File: src/rtl/alarm_pkg.sv
`default_nettype none
// +----------------------------------------------------------------------------+
// | Module      : alarm_pkg                                                    |
// | Description : Shared types and helpers for the alarm bank: edit FSM state  |
// |               encoding, time field widths/limits and wrap-around          |
// |               increment/decrement of hours and minutes.                   |
// | Revision    : 1.0 - initial release                                       |
// +----------------------------------------------------------------------------+
package alarm_pkg;

  localparam int HOURS_W = 5;
  localparam int MINS_W  = 6;

  localparam logic [HOURS_W-1:0] HOUR_MAX = 5'd23;
  localparam logic [MINS_W-1:0]  MIN_MAX  = 6'd59;

  typedef enum logic [2:0] {
    IDLE        = 3'd0,
    SEL_SLOT    = 3'd1,
    SET_HOURS   = 3'd2,
    SET_MINUTES = 3'd3,
    SET_ONOFF   = 3'd4,
    DONE        = 3'd5
  } edit_state_t;

  function automatic logic [HOURS_W-1:0] hours_inc(input logic [HOURS_W-1:0] h);
    return (h >= HOUR_MAX) ? '0 : h + 1'b1;
  endfunction

  function automatic logic [HOURS_W-1:0] hours_dec(input logic [HOURS_W-1:0] h);
    return (h == '0) ? HOUR_MAX : h - 1'b1;
  endfunction

  function automatic logic [MINS_W-1:0] mins_inc(input logic [MINS_W-1:0] m);
    return (m >= MIN_MAX) ? '0 : m + 1'b1;
  endfunction

  function automatic logic [MINS_W-1:0] mins_dec(input logic [MINS_W-1:0] m);
    return (m == '0) ? MIN_MAX : m - 1'b1;
  endfunction

endpackage
`default_nettype wire

File: src/rtl/button_edge.sv
`default_nettype none
// +----------------------------------------------------------------------------+
// | Module      : button_edge                                                  |
// | Description : Rising-edge detector for a level button input. Two flops:   |
// |               a sample of the input and its one-cycle-old copy; the pulse |
// |               is high for exactly one cycle per low-to-high transition.   |
// | Ports       : clk, rst (async active-low), btn (level in), pulse (out)     |
// | Revision    : 1.0 - initial release                                       |
// +----------------------------------------------------------------------------+
module button_edge (
  input  logic clk,
  input  logic rst,
  input  logic btn,
  output logic pulse
);

  logic sample_q;
  logic prev_q;

  always_ff @(posedge clk or negedge rst) begin
    if (!rst) begin
      sample_q <= 1'b0;
      prev_q   <= 1'b0;
    end else begin
      sample_q <= btn;
      prev_q   <= sample_q;
    end
  end

  assign pulse = sample_q & ~prev_q;

endmodule
`default_nettype wire

File: src/rtl/alarm_bank.sv
`default_nettype none
// +----------------------------------------------------------------------------+
// | Module      : alarm_bank                                                   |
// | Description : N_ALARMS-slot alarm store with a mode/inc/dec edit flow and  |
// |               a matcher that raises alarm_ring when an enabled slot hits  |
// |               the running time at seconds 0 (lowest slot index wins).     |
// | Ports       : clk, rst (async active-low); set_alarm_en, mode/inc/dec/    |
// |               stop/snooze buttons (levels); i_hours/i_minutes/i_seconds;  |
// |               o_slot, o_hours, o_minutes, o_enables, ack_flag,            |
// |               alarm_ring, ring_slot.                                      |
// | Options     : `define ALARM_SNOOZE_EN adds snooze (SNOOZE_MIN offset).    |
// | Revision    : 1.0 - initial release                                       |
// +----------------------------------------------------------------------------+
module alarm_bank
  import alarm_pkg::*;
#(
  parameter  int N_ALARMS   = 4,
  parameter  int SNOOZE_MIN = 5,
  localparam int SLOT_W     = $clog2(N_ALARMS)
) (
  input  logic                clk,
  input  logic                rst,
  input  logic                set_alarm_en,
  input  logic                mode_button,
  input  logic                inc_button,
  input  logic                dec_button,
  input  logic                stop_button,
  input  logic                snooze_button,
  input  logic [HOURS_W-1:0]  i_hours,
  input  logic [MINS_W-1:0]   i_minutes,
  input  logic [MINS_W-1:0]   i_seconds,
  output logic [SLOT_W-1:0]   o_slot,
  output logic [HOURS_W-1:0]  o_hours,
  output logic [MINS_W-1:0]   o_minutes,
  output logic [N_ALARMS-1:0] o_enables,
  output logic                ack_flag,
  output logic                alarm_ring,
  output logic [SLOT_W-1:0]   ring_slot
);

  localparam int                N_BTN     = 6;
  localparam logic [SLOT_W-1:0] LAST_SLOT = SLOT_W'(N_ALARMS - 1);

  if (N_ALARMS < 2 || N_ALARMS > 16) begin : g_bad_n_alarms
    $error("alarm_bank: N_ALARMS must be 2..16");
  end
  if (SNOOZE_MIN < 1 || SNOOZE_MIN > 59) begin : g_bad_snooze_min
    $error("alarm_bank: SNOOZE_MIN must be 1..59");
  end

  // ---------------------------------------------------------------- buttons
  logic [N_BTN-1:0] btn_level;
  logic [N_BTN-1:0] btn_rise;

  assign btn_level = {snooze_button, stop_button, dec_button,
                      inc_button, mode_button, set_alarm_en};

  for (genvar g = 0; g < N_BTN; g++) begin : g_btn
    button_edge u_edge (
      .clk   (clk),
      .rst   (rst),
      .btn   (btn_level[g]),
      .pulse (btn_rise[g])
    );
  end

  logic en_rise, mode_rise, inc_rise, dec_rise, stop_rise, snooze_rise;
  assign {snooze_rise, stop_rise, dec_rise, inc_rise, mode_rise, en_rise} = btn_rise;

  // mode beats inc/dec; inc and dec together cancel
  logic step_up, step_dn;
  assign step_up = inc_rise & ~dec_rise & ~mode_rise;
  assign step_dn = dec_rise & ~inc_rise & ~mode_rise;

  // --------------------------------------------------------------- edit FSM
  edit_state_t state, next_state;

  always_ff @(posedge clk or negedge rst) begin
    if (!rst) state <= IDLE;
    else      state <= next_state;
  end

  always_comb begin
    next_state = state;
    case (state)
      IDLE:        if (en_rise && set_alarm_en) next_state = SEL_SLOT;
      SEL_SLOT:    if (mode_rise) next_state = SET_HOURS;
      SET_HOURS:   if (mode_rise) next_state = SET_MINUTES;
      SET_MINUTES: if (mode_rise) next_state = SET_ONOFF;
      SET_ONOFF:   if (mode_rise) next_state = DONE;
      DONE:        next_state = IDLE;
      default:     next_state = IDLE;
    endcase
    // dropping the enable abandons the edit; staging is simply never written
    if (state != IDLE && state != DONE && !set_alarm_en) next_state = IDLE;
  end

  // -------------------------------------------------------- slot store/stage
  logic [HOURS_W-1:0]  slot_hours [N_ALARMS];
  logic [MINS_W-1:0]   slot_mins  [N_ALARMS];
  logic [N_ALARMS-1:0] slot_on;
  logic [SLOT_W-1:0]   slot;
  logic [HOURS_W-1:0]  stage_hours;
  logic [MINS_W-1:0]   stage_mins;
  logic                stage_on;

  always_ff @(posedge clk or negedge rst) begin
    if (!rst) begin
      slot        <= '0;
      stage_hours <= '0;
      stage_mins  <= '0;
      stage_on    <= 1'b0;
      slot_on     <= '0;
      for (int i = 0; i < N_ALARMS; i++) begin
        slot_hours[i] <= '0;
        slot_mins[i]  <= '0;
      end
    end else begin
      case (state)
        SEL_SLOT: if (set_alarm_en) begin
          if (mode_rise) begin
            stage_hours <= slot_hours[slot];
            stage_mins  <= slot_mins[slot];
            stage_on    <= slot_on[slot];
          end else if (step_up) begin
            slot <= (slot == LAST_SLOT) ? '0 : slot + 1'b1;
          end else if (step_dn) begin
            slot <= (slot == '0) ? LAST_SLOT : slot - 1'b1;
          end
        end
        SET_HOURS: begin
          if (step_up)      stage_hours <= hours_inc(stage_hours);
          else if (step_dn) stage_hours <= hours_dec(stage_hours);
        end
        SET_MINUTES: begin
          if (step_up)      stage_mins <= mins_inc(stage_mins);
          else if (step_dn) stage_mins <= mins_dec(stage_mins);
        end
        SET_ONOFF: begin
          // commit on entry to DONE so o_enables is already updated while ack is high
          if (set_alarm_en && mode_rise) begin
            slot_hours[slot] <= stage_hours;
            slot_mins[slot]  <= stage_mins;
            slot_on[slot]    <= stage_on;
          end else if (step_up || step_dn) begin
            stage_on <= ~stage_on;
          end
        end
        default: ;
      endcase
    end
  end

  assign o_slot    = slot;
  assign o_enables = slot_on;
  assign ack_flag  = (state == DONE);

  always_comb begin
    o_hours   = stage_hours;
    o_minutes = stage_mins;
    if (state == IDLE || state == SEL_SLOT) begin
      o_hours   = slot_hours[slot];
      o_minutes = slot_mins[slot];
    end
  end

  // ---------------------------------------------------------------- matcher
  logic [N_ALARMS-1:0] match_lvl, match_prev, match_rise;
  logic [SLOT_W-1:0]   first_slot;

  always_comb begin
    match_lvl = '0;
    for (int i = 0; i < N_ALARMS; i++) begin
      match_lvl[i] = slot_on[i] && (slot_hours[i] == i_hours) &&
                     (slot_mins[i] == i_minutes) && (i_seconds == '0);
    end
  end

  // only the false-to-true transition counts, so a held seconds==0 never retriggers
  assign match_rise = match_lvl & ~match_prev;

  always_comb begin
    first_slot = '0;
    for (int i = N_ALARMS - 1; i >= 0; i--) begin
      if (match_rise[i]) first_slot = SLOT_W'(i);
    end
  end

  logic stop_evt;

`ifdef ALARM_SNOOZE_EN
  assign stop_evt = stop_rise;

  logic               snz_armed, snz_prev, snz_lvl;
  logic [HOURS_W-1:0] snz_hours, tgt_hours;
  logic [MINS_W-1:0]  snz_mins, tgt_mins;
  logic [MINS_W:0]    snz_min_sum;

  assign snz_min_sum = {1'b0, i_minutes} + 7'(SNOOZE_MIN);

  always_comb begin
    tgt_hours = i_hours;
    tgt_mins  = snz_min_sum[MINS_W-1:0];
    if (snz_min_sum > 7'(MIN_MAX)) begin
      tgt_hours = hours_inc(i_hours);
      tgt_mins  = MINS_W'(snz_min_sum - 7'd60);
    end
  end

  assign snz_lvl = snz_armed && (snz_hours == i_hours) &&
                   (snz_mins == i_minutes) && (i_seconds == '0);
`else
  // snooze has no function in this build; the term never changes stop_evt
  assign stop_evt = stop_rise | (stop_rise & snooze_rise);
`endif

  always_ff @(posedge clk or negedge rst) begin
    if (!rst) begin
      alarm_ring <= 1'b0;
      ring_slot  <= '0;
      match_prev <= '0;
`ifdef ALARM_SNOOZE_EN
      snz_armed  <= 1'b0;
      snz_prev   <= 1'b0;
      snz_hours  <= '0;
      snz_mins   <= '0;
`endif
    end else begin
      match_prev <= match_lvl;
      if (alarm_ring) begin
        if (stop_evt) alarm_ring <= 1'b0;
`ifdef ALARM_SNOOZE_EN
        else if (snooze_rise) begin
          alarm_ring <= 1'b0;
          snz_armed  <= 1'b1;
          snz_hours  <= tgt_hours;
          snz_mins   <= tgt_mins;
        end
`endif
      end else if (|match_rise) begin
        alarm_ring <= 1'b1;
        ring_slot  <= first_slot;
      end
`ifdef ALARM_SNOOZE_EN
      else if (snz_lvl && !snz_prev) begin
        alarm_ring <= 1'b1;   // ring_slot still holds the snoozed slot
        snz_armed  <= 1'b0;
      end
      snz_prev <= snz_lvl;
      if (stop_evt) snz_armed <= 1'b0;
`endif
    end
  end

endmodule
`default_nettype wire

File: config.mk
export PLATFORM = sky130hd
export DESIGN_NAME = alarm_bank
export DESIGN_NICKNAME = d
export VERILOG_FILES = /design/src/rtl/alarm_pkg.sv /design/src/rtl/button_edge.sv /design/src/rtl/alarm_bank.sv
export SDC_FILE = /design/constraint.sdc
export NUM_CORES = 1
export LEC_CHECK = 0
export CAP_MARGIN = 30
export CORE_MARGIN = 5
export CORE_UTILIZATION = 40
export DETAILED_ROUTE_END_ITERATION = 8
export HOLD_SLACK_MARGIN = 0.08
export SYNTH_ARGS = -nofsm -noshare
export SYNTH_HDL_FRONTEND = slang
export SYNTH_SLANG_ARGS = --single-unit
File: constraint.sdc
create_clock -name clk -period 2.9 [get_ports clk]
set_input_delay 0.435 -clock clk [delete_from_list [all_inputs] [get_ports clk]]
set_output_delay 0.435 -clock clk [all_outputs]
set_load 0.02 [all_outputs]
==> flow_metrics.py <==
metrics = {
    "outcome": {
        "status": "finished clean",
    },
    "sta": {
        "finalCriticalPeriod_ps": 2790,
        "clock-skew-final_ps": 10.3,
        "postLayoutSetupSlackWorst_ps": 108,
        "max_freq_ghz": 0.358,
        "slew_violations": 0,
        "unrepaired_setup_endpoints_after_global_routing": "false",
        "setup_viol": 0,
        "fin_crit_sh": 0.963,
        "report.final.hold_viol_count": 0,
        "slew_headroom": 0.546,
        "final.setup.tns_ps": 0,
        "max_slew.worst_pin.slew_ps": 679,
    },
    "finish": {
        "finish.utilization": 0.487,
        "final_design_area_no_fill_um2": 5560,
        "finalNetCount": 540,
        "regArea_um2": 2050,
        "multi_input_area_um2": 2430,
        "layout.filler_cells": 1070,
        "antennaDiodeCount": 0,
        "syn2layout_area_growth_pct": 19.4,
        "drive_gt1_frac": 0.143,
    },
    "setup_path": {
        "setup.worst_path.end_class": "primary output",
        "critPathTopFamily": "multiplexers",
        "r2r_slack_ps": 580,
        "slowest_stage": "sky130_fd_sc_hd__mux4_2",
        "crit_chain": "buf_12, mux4_2, mux2_2, clkdlybuf4s50_1",
        "worstPathMaxFanout": 16,
        "required_ps": 2470,
        "worst_path_largest_cell_delay_ps": 570,
        "critPathArrivalTime_ps": 2360,
        "path_buf_inv": 2,
        "setup.worst_path.start_class": "flop",
        "path_class": "flop to primary output",
    },
    "clocking": {
        "worst_setup_hold_path_clk_slew_ps": 70,
        "htree_num_levels": 3,
        "postCtsSetupBuffers": 0,
        "cts_root_buffer": "sky130_fd_sc_hd__clkbuf_16",
        "cts_sinks": 82,
        "numCtsBuffers": 9,
        "cts_hold_buffers": 0,
        "post_cts_resize_count": 0,
        "cts_buffer_depth": 2,
        "clkLatencyLatePin_ps": 350,
        "tritoncts": "yes",
    },
    "synthesis": {
        "post_synth_inst_count": 463,
        "synthArstFlopShare": 1.00,
        "yosys_register_bits": 82,
        "synth_nets": 497,
        "yosysWarningCount": 0,
        "yosysUniqueCellTypes": 53,
        "synth_enable_flop_cells": 0,
        "post_synth.cell_area_avg_um2": 10.1,
        "netlist_area_um2": 4660,
        "yosysSeqAreaShare": 0.441,
        "synth_flop_cell": "sky130_fd_sc_hd__dfrtp_1",
    },
    "power_and_ir_drop": {
        "leakage_nw": 2.27,
        "power_mw": 3.26,
        "p_sw_mw": 1.09,
        "worst_ir_drop_vdd_uv": 334,
        "pwr-share-clk": 0.327,
        "sw_frac_of_total": 0.335,
        "cellPowerDensity_nw_per_um2": 587,
        "p_comb_frac": 0.255,
        "p_seq_frac": 0.418,
        "internal_portion_of_total_power_mw": 2.17,
    },
    "place": {
        "placedInstanceArea_um2": 5290,
        "gp_routability_congestion": 0.891,
        "detailedPlacementHpwl_um": 8750,
        "portBuffers": 44,
        "pre_cts_slack_ps": 234,
    },
    "routing": {
        "drt_first_iter_violations": 221,
        "detailroute.via_count": 3717,
        "viasPerCell": 5.68,
        "drt-total-wl_um": 12100,
        "antenna_violating_nets_post_route": 0,
        "detail_route.drc_violations": 0,
        "drt_pass1_iterations": 5,
        "wl_per_cell_um": 18.5,
    },
    "floorplanning": {
        "fp.dieArea_um2": 13900,
        "starting_density_of_the_core": 0.408,
        "placeableCoreArea_um2": 11400,
        "std_cell_rows": 39,
        "ioPinCount": 46,
        "die-height_um": 118,
        "die_w_um": 118,
    },
    "global_route": {
        "grt-ovfl-total": 0,
        "grt_pass1_wl_um": 20000,
        "first_global_vias": 3710,
        "grt_antenna_before_repair": 0,
        "gr_util_all_layers": 0.180,
        "largest_net_degree_at_the_start_of_global_routing": 44,
    },
    "worst_hold_path": {
        "hold_path.class": "primary input to asynchronous set/reset pin",
    },
    "flow_run": {
        "max_cap_viol_count": 0,
    },
}
## cell usage after synthesis (3+ instances only)
cell / n / area [um2]
sky130_fd_sc_hd__a211o_1: 5 / 43.8
sky130_fd_sc_hd__a21oi_1: 28 / 140
sky130_fd_sc_hd__a221oi_1: 4 / 35.0
sky130_fd_sc_hd__a31oi_1: 5 / 31.3
sky130_fd_sc_hd__and2_1: 3 / 18.8
sky130_fd_sc_hd__clkbuf_1: 21 / 78.8
sky130_fd_sc_hd__dfrtp_1: 82 / 2050
sky130_fd_sc_hd__ha_1: 9 / 113
sky130_fd_sc_hd__inv_1: 19 / 71.3
sky130_fd_sc_hd__mux2_2: 31 / 349
sky130_fd_sc_hd__mux4_2: 12 / 270
sky130_fd_sc_hd__nand2_1: 43 / 161
sky130_fd_sc_hd__nand2b_1: 6 / 37.5
sky130_fd_sc_hd__nand3_1: 5 / 25.0
sky130_fd_sc_hd__nand4_1: 7 / 43.8
sky130_fd_sc_hd__nor2_1: 29 / 109
sky130_fd_sc_hd__nor3_1: 12 / 60.1
sky130_fd_sc_hd__nor3b_1: 3 / 22.5
sky130_fd_sc_hd__o211ai_1: 4 / 30.0
sky130_fd_sc_hd__o21ai_0: 48 / 240
sky130_fd_sc_hd__o21bai_1: 3 / 22.5
sky130_fd_sc_hd__o22ai_1: 3 / 18.8
sky130_fd_sc_hd__or3_1: 3 / 18.8
sky130_fd_sc_hd__or4_1: 4 / 30.0
sky130_fd_sc_hd__xnor2_1: 30 / 263
sky130_fd_sc_hd__xor2_1: 11 / 96.3
## area by class of cell
cell class / count / area share
repair buffers: 56 / 0.0995
multi-input cells: 337 / 0.437
clock buffers: 11 / 0.0419
inverters: 20 / 0.0135
flip-flops and latches: 82 / 0.369
well taps: 143 / 0.0322
clock inverters: 5 / 0.00698
## power groups by stage
stage	sequential (mW)	combinational, mW	clock [mW]
after floorplan	1.33	0.570	0
after global placement	1.38	0.815	0
after detailed placement	1.38	0.835	0
after CTS	1.36	0.839	1.10
after global routing	1.38	0.918	1.15
final	1.36	0.831	1.07
## kinds of logic (layout without fill, tap and decap cells)
| kind of cell | after synthesis | count (layout) | share of synthesized area |
|---|---|---|---|
| adder cells (fa/ha/maj) | 9 | 9 | 0.0242 |
| AO/OA/AOI/OAI | 118 | 118 | 0.154 |
| flip-flops | 82 | 82 | 0.441 |
| AND/OR/NAND/NOR | 125 | 125 | 0.130 |
| buffers and inverters | 44 | 92 | 0.0376 |
| XOR/XNOR | 42 | 42 | 0.0806 |
| multiplexers | 43 | 43 | 0.133 |
## final timing paths
check / startpoint / endpoint / depth (start not counted)
setup / recovery: o_slot[0]$_DFFE_PN0P_ / o_minutes[2] / 4
hold / removal: rst / slot_mins[14]$_DFFE_PN0P_ / 1
setup reg to reg: g_btn[1].u_edge.sample_q$_DFF_PN0_ / stage_mins[2]$_DFFE_PN0P_ / 6
hold reg to reg: g_btn[3].u_edge.sample_q$_DFF_PN0_ / g_btn[3].u_edge.prev_q$_DFF_PN0_ / 0
max in group asynchronous: rst / stage_hours[2]$_DFFE_PN0P_ / 2
min in group clk: g_btn[3].u_edge.sample_q$_DFF_PN0_ / g_btn[3].u_edge.prev_q$_DFF_PN0_ / 0
## flip-flops by register name, indices dropped and copies added (netlist names)
name,flops
o_slot,2
slot_mins,24
stage_hours,5
o_enables,4
state,3
stage_mins,6
slot_hours,20
alarm_ring,1
stage_on,1
ring_slot,2
match_prev,4
g_btn.u_edge.prev_q,5
g_btn.u_edge.sample_q,5
## worst reg2reg max path: stages, from the launching register on
cell	delay [ps]
sky130_fd_sc_hd__dfrtp_1	400
sky130_fd_sc_hd__nor2b_1	200
sky130_fd_sc_hd__or3_1	670
sky130_fd_sc_hd__nor2_1	380
sky130_fd_sc_hd__a221oi_1	140
sky130_fd_sc_hd__a211o_1	290
sky130_fd_sc_hd__a31oi_1	160
## stage by stage
| stage | hold slack, ps | cells |
|---|---|---|
| 3_3_place_gp | 355 | 638 |
| 2_1_floorplan | 139 | 463 |
| 5_1_grt | 117 | 654 |
| 6_report | 75.5 | 654 |
| 4_1_cts | 96.9 | 654 |
| 3_5_place_dp | 359 | 638 |
## cells in the final DEF (no fill, tap or decap), types with 3 or more instances in the layout
| cell | instances |
|---|---|
| sky130_fd_sc_hd__o22ai_1 | 3 |
| sky130_fd_sc_hd__clkbuf_16 | 9 |
| sky130_fd_sc_hd__nand2_1 | 43 |
| sky130_fd_sc_hd__clkdlybuf4s50_1 | 43 |
| sky130_fd_sc_hd__and2_1 | 3 |
| sky130_fd_sc_hd__o211ai_1 | 4 |
| sky130_fd_sc_hd__nor3b_1 | 3 |
| sky130_fd_sc_hd__o21bai_1 | 3 |
| sky130_fd_sc_hd__nand2b_1 | 6 |
| sky130_fd_sc_hd__clkinvlp_4 | 4 |
| sky130_fd_sc_hd__nor3_1 | 12 |
| sky130_fd_sc_hd__xnor2_1 | 30 |
| sky130_fd_sc_hd__mux4_2 | 12 |
| sky130_fd_sc_hd__xor2_1 | 11 |
| sky130_fd_sc_hd__nand3_1 | 5 |
| sky130_fd_sc_hd__ha_1 | 9 |
| sky130_fd_sc_hd__a211o_1 | 5 |
| sky130_fd_sc_hd__dfrtp_1 | 82 |
| sky130_fd_sc_hd__buf_4 | 11 |
| sky130_fd_sc_hd__o21ai_0 | 48 |
| sky130_fd_sc_hd__a31oi_1 | 5 |
| sky130_fd_sc_hd__a21oi_1 | 28 |
| sky130_fd_sc_hd__a221oi_1 | 4 |
| sky130_fd_sc_hd__inv_1 | 19 |
| sky130_fd_sc_hd__or3_1 | 3 |
| sky130_fd_sc_hd__or4_1 | 4 |
| sky130_fd_sc_hd__nor2_1 | 29 |
| sky130_fd_sc_hd__nand4_1 | 7 |
| sky130_fd_sc_hd__mux2_2 | 31 |
## routing by layer
metal / vias to the layer above / routed length, um / GRT usage
li1: 1760 / - / -
met1: 1836 / 5500 / 0.247
met2: 104 / 5750 / 0.272
met3: 17 / 672 / 0.0548
met4: 0 / 193 / 0.0595
met5: - / 0 / 0
Note: power is estimated with default switching activity, not from simulation.
==> edit 1, RTL diff (same flow settings) <==
Set the package constant `MINS_W` to 12 (it was 6).
--- a/src/rtl/alarm_pkg.sv
+++ b/src/rtl/alarm_pkg.sv
@@ -10,5 +10,5 @@
 
   localparam int HOURS_W = 5;
-  localparam int MINS_W  = 6;
+  localparam int MINS_W  = 12;
 
   localparam logic [HOURS_W-1:0] HOUR_MAX = 5'd23;
Interface: changed (resized i_minutes, i_seconds and o_minutes); port bits go from 46 to 64. No check against the original RTL was run, so the function may have changed too.
==> edit 1 against the original RTL <==
First-iteration DRC count increased by 36%. Worst hold slack better by 0.038 ns. Wire length is 45% higher. Sequential cell count up 30. Sequential power up 31%. Worst setup slack got worse by 0.025 ns. Cell area grew 40%. Clock skew down 0.0032 ns. Count of clock-buffer cells in the layout rose by 2. Power up 24%. Global-route usage up 0.37 points. Synthesized area up 42%. Sequential share of layout area down 0.83 points.
==> edit 1: results (changes against the original RTL) <==
- By area the synthesized netlist is led by dfrtp_1 (42%), mux2_2 (14%), xnor2_1 (6.8%).
- The post-route clock skew is 0.00711 ns (-0.00319 ns).
- The compound-gate portion of the synthesized area is 9.54% (-5.9 points).
- The fraction of final layout cells sized beyond drive strength 1 was 22.7% (+8.5 points).
- The synthesized instance count is 594 (+28%).
- In the final layout, the registers with the most flip-flops are slot_mins: 48 flops, slot_hours: 20 flops, stage_mins: 12 flops.
- The worst register-to-register path ends at stage_mins[3].
- The worst endpoint data arrival time is 2.38 ns (+0.02 ns).
- The via count is 4815 (+30%).
- The placed cell area was 7460 um2 (+41%).
- The filler cell count in the final layout was 1487 (+39%).
- The post-synthesis share of cell area spent on full adders, half adders and majority gates came to 1.70% (-0.72 points).
- The pin count of the biggest net entering global routing came to 66 (+50%).
- The maximum fanout along the worst path is 18 (+2).
- The run finished with clean final reports.
- The leakage power came to 3.42 nW (+51%).
- The number of DRC markers after the initial detailed-route iteration is 301 (+36%).
- The startpoint identified for the worst register-to-register timing path is state[0].
- The final routed wirelength across all metal layers is 17600 um (+45%).
- The sequential share of the synthesized area is 42.4% (-1.7 points).
- The portion of netlist area occupied by mux cells is 20.1% (+6.8 points).
- The maximum vdd ir drop was 319 uV (-4.3%).
- The number of nets produced by synthesis is 640 (+29%).
- The minimum hold slack came to 0.113 ns (+0.0378 ns).
- The parity-gate share of the synthesized area counting xor and xnor cells is 9.80% (+1.7 points).
- The first-pass GRT wire length is 27800 um (+39%).
- The ratio of final minimum period to clock period is 97.1% (+0.85 points).
- The number of nets at the end of the flow was 683 (+26%).
- The most common cell in the netlist is dfrtp_1.
- The minimum setup slack among reg-to-reg paths is 0.50 ns (-0.08 ns).
- The instance count after placement with tap cells included is 846 (+33%).
- The half-perimeter wire length after detailed placement came to 12700 um (+45%).
- The final weighted congestion of routability-driven global placement is 0.900 (+1.1%).
- The count of cell types in the netlist is 68 (+28%).
## edit 1: area by class of cell
class | count | area [um2] | area share [%]
multi-input combinational | 427 | 3580 | 46.1
sequential | 112 | 2800 | 36.1
timing repair buffer | 76 | 768 | 9.89
tap | 220 | 275 | 3.54
clock buffer | 13 | 260 | 3.35
inverter | 11 | 41.3 | 0.531
clock inverter | 3 | 40.0 | 0.515
## edit 1: report_power, final
group | internal [mW] | leakage (nW) | switching (mW)
Sequential | 1.63 | 1.52 | 0.159
Combinational | 0.440 | 1.75 | 0.539
Clock | 0.716 | 0.150 | 0.561
## edit 1: per-layer routing
| metal | vias to the layer above | track usage, % | routed length (um) |
|---|---|---|---|
| met5 | - | 0 | 0 |
| li1 | 2251 | - | - |
| met1 | 2437 | 25.0 | 7850 |
| met2 | 122 | 31.3 | 8820 |
| met4 | 0 | 3.17 | 113 |
| met3 | 5 | 3.52 | 765 |
==> edit 2, RTL diff (config.mk and constraints unchanged) <==
Without the edit above. The 6 states of `edit_state_t` get a one-hot encoding in 6 bits.
--- a/src/rtl/alarm_pkg.sv
+++ b/src/rtl/alarm_pkg.sv
@@ -15,11 +15,11 @@
   localparam logic [MINS_W-1:0]  MIN_MAX  = 6'd59;
 
-  typedef enum logic [2:0] {
-    IDLE        = 3'd0,
-    SEL_SLOT    = 3'd1,
-    SET_HOURS   = 3'd2,
-    SET_MINUTES = 3'd3,
-    SET_ONOFF   = 3'd4,
-    DONE        = 3'd5
+  typedef enum logic [5:0] {
+    IDLE        = 6'b000001,
+    SEL_SLOT    = 6'b000010,
+    SET_HOURS   = 6'b000100,
+    SET_MINUTES = 6'b001000,
+    SET_ONOFF   = 6'b010000,
+    DONE        = 6'b100000
   } edit_state_t;
 
Behaviour: no difference found for any inputs over 10 cycles, from zero or initial values and one cycle with rst low; not proved beyond that.
==> edit 2 against the original RTL <==
Sequential cell count is 3 higher. Worst setup slack better by 0.11 ns. Clock power rose by 5%. Wire length rose by 4.5%. Cell area increased by 4.6%. Synthesized area grew 4.4%. Critical endpoint is now o_minutes[3]. Fmax is 4.0% higher. Power is 1.1% higher.
==> edit 2: results (changes against the original RTL) <==
- The final routed wirelength across all metal layers is 12700 um (+4.5%).
- The filler-free cell count of the finished design is 688 (+5.2%).
- The count of cell types in the netlist is 56 (+5.7%).
- The per-cell via count in the routed design is 5.60 (-1.5%).
- Counting instances in the post-synthesis netlist gives the leading cell types as dfrtp_1 (84), nand2_1 (61), xnor2_1 (40).
- The fraction of final layout cells sized beyond drive strength 1 was 11.5% (-2.8 points).
- The half-perimeter wire length after detailed placement is 9250 um (+5.7%).
- The number of nets at the end of the flow was 571 (+5.7%).
- The delay of the slowest critical-path stage is 0.44 ns (-0.13 ns).
- The worst endpoint data arrival time was 2.25 ns (-0.11 ns).
- Ranked by total cell area, the synthesized netlist is headed by dfrtp_1 (43%), xnor2_1 (7.2%), mux4_2 (5.6%).
- The number of nets produced by synthesis is 527 (+6.0%).
- The worst slew margin relative to its limit was 40.2% (-14 points).
- The reg-to-reg critical path endpoint is slot_hours[19].
- The critical-path cell with the highest stage delay is dfrtp_1.
- The post-route clock skew is 0.00797 ns (-0.00233 ns).
- The placed cell area is 5520 um2 (+4.4%).
- The largest registers in the layout are slot_mins: 24 flops, slot_hours: 20 flops.
- The sequential share of the synthesized area is 43.8% (-0.29 points).
- The setup slack at placement came to 0.218 ns (-0.0168 ns).
- The final weighted congestion of routability-driven global placement is 0.868 (-2.5%).
- The instance count after placement with tap cells included is 673 (+5.5%).
- The run finished with clean final reports.
- The synthesized instance count is 493 (+6.5%).
- The number of DRC markers after the initial detailed-route iteration is 340 (+54%).
- The maximum vdd ir drop was 310 uV (-7.2%).
- The all-layer global routing usage came to 18.4% (+0.33 points).
[edit 2: cell types whose count changed in the layout (fill, tap and decap cells not counted), moves of 6 or more]
cell	change
o21ai_1	+36
o21ai_0	-30
mux2_2	-25
mux2_1	+22
nand2_1	+18
clkdlybuf4s50_1	-11
xnor2_1	+10
buf_4	+9
xor2_1	-8
nor2_1	-7
dlygate4sd2_1	+6
nand3_1	+6
nor2b_1	+6
nor4_1	+6
[edit 2: worst min-delay path by stage]
stage | to | slack [ns]
3_3_place_gp | g_btn[3].u_edge.prev_q | 0.36
5_1_grt | g_btn[2].u_edge.sample_q | 0.22
6_report | g_btn[2].u_edge.sample_q | 0.14
2_1_floorplan | alarm_ring | 0.14
3_5_place_dp | g_btn[2].u_edge.prev_q | 0.36
4_1_cts | g_btn[2].u_edge.sample_q | 0.18
[edit 2: cell type report]
class	instances	area [um2]	area share [%]
clock buffers	12	267	4.58
inverters	15	56.3	0.968
well taps	147	184	3.16
flip-flops and latches	85	2130	36.6
clock inverters	3	20.0	0.344
repair buffers	64	606	10.4
multi-input cells	362	2560	43.9
[edit 2: where the power goes]
| group | switching (mW) | internal [mW] |
|---|---|---|
| Combinational | 0.479 | 0.352 |
| Sequential | 0.0985 | 1.24 |
| Clock | 0.479 | 0.644 |
| Total | 1.06 | 2.24 |
[edit 2: cells by family after synthesis]
| kind of cell | share of synthesized area [%] |
|---|---|
| and+or+nand+nor | 14.7 |
| muxes | 12.2 |
| buffers and inverters | 3.76 |
| xor gates and xnor gates | 8.08 |
| adders and majority gates | 2.32 |
| AOI/OAI and AO/OA | 15.1 |
| DFF | 43.8 |
[edit 2: critical path, delay by kind of cell, from the launching register on]
kind	cells	cell delay (ns)
buffers and inverters	2	0.55
AND/OR/NAND/NOR	3	0.52
flip-flops	1	0.44
multiplexers	1	0.38
[edit 2: repair_timing]
item                       in CTS  in global routing
resized for setup               6                  6
cloned                          0                  0
setup endpoints to repair       6                  6
[edit 2: per-layer routing]
metal | global-route usage [%] | part of all wire, % | vias up
met5 | 0 | 0 | -
met4 | 7.29 | 2.0 | 0
met3 | 2.81 | 4.5 | 16
met2 | 29.7 | 48 | 73
met1 | 24.9 | 46 | 1905
li1 | - | - | 1858
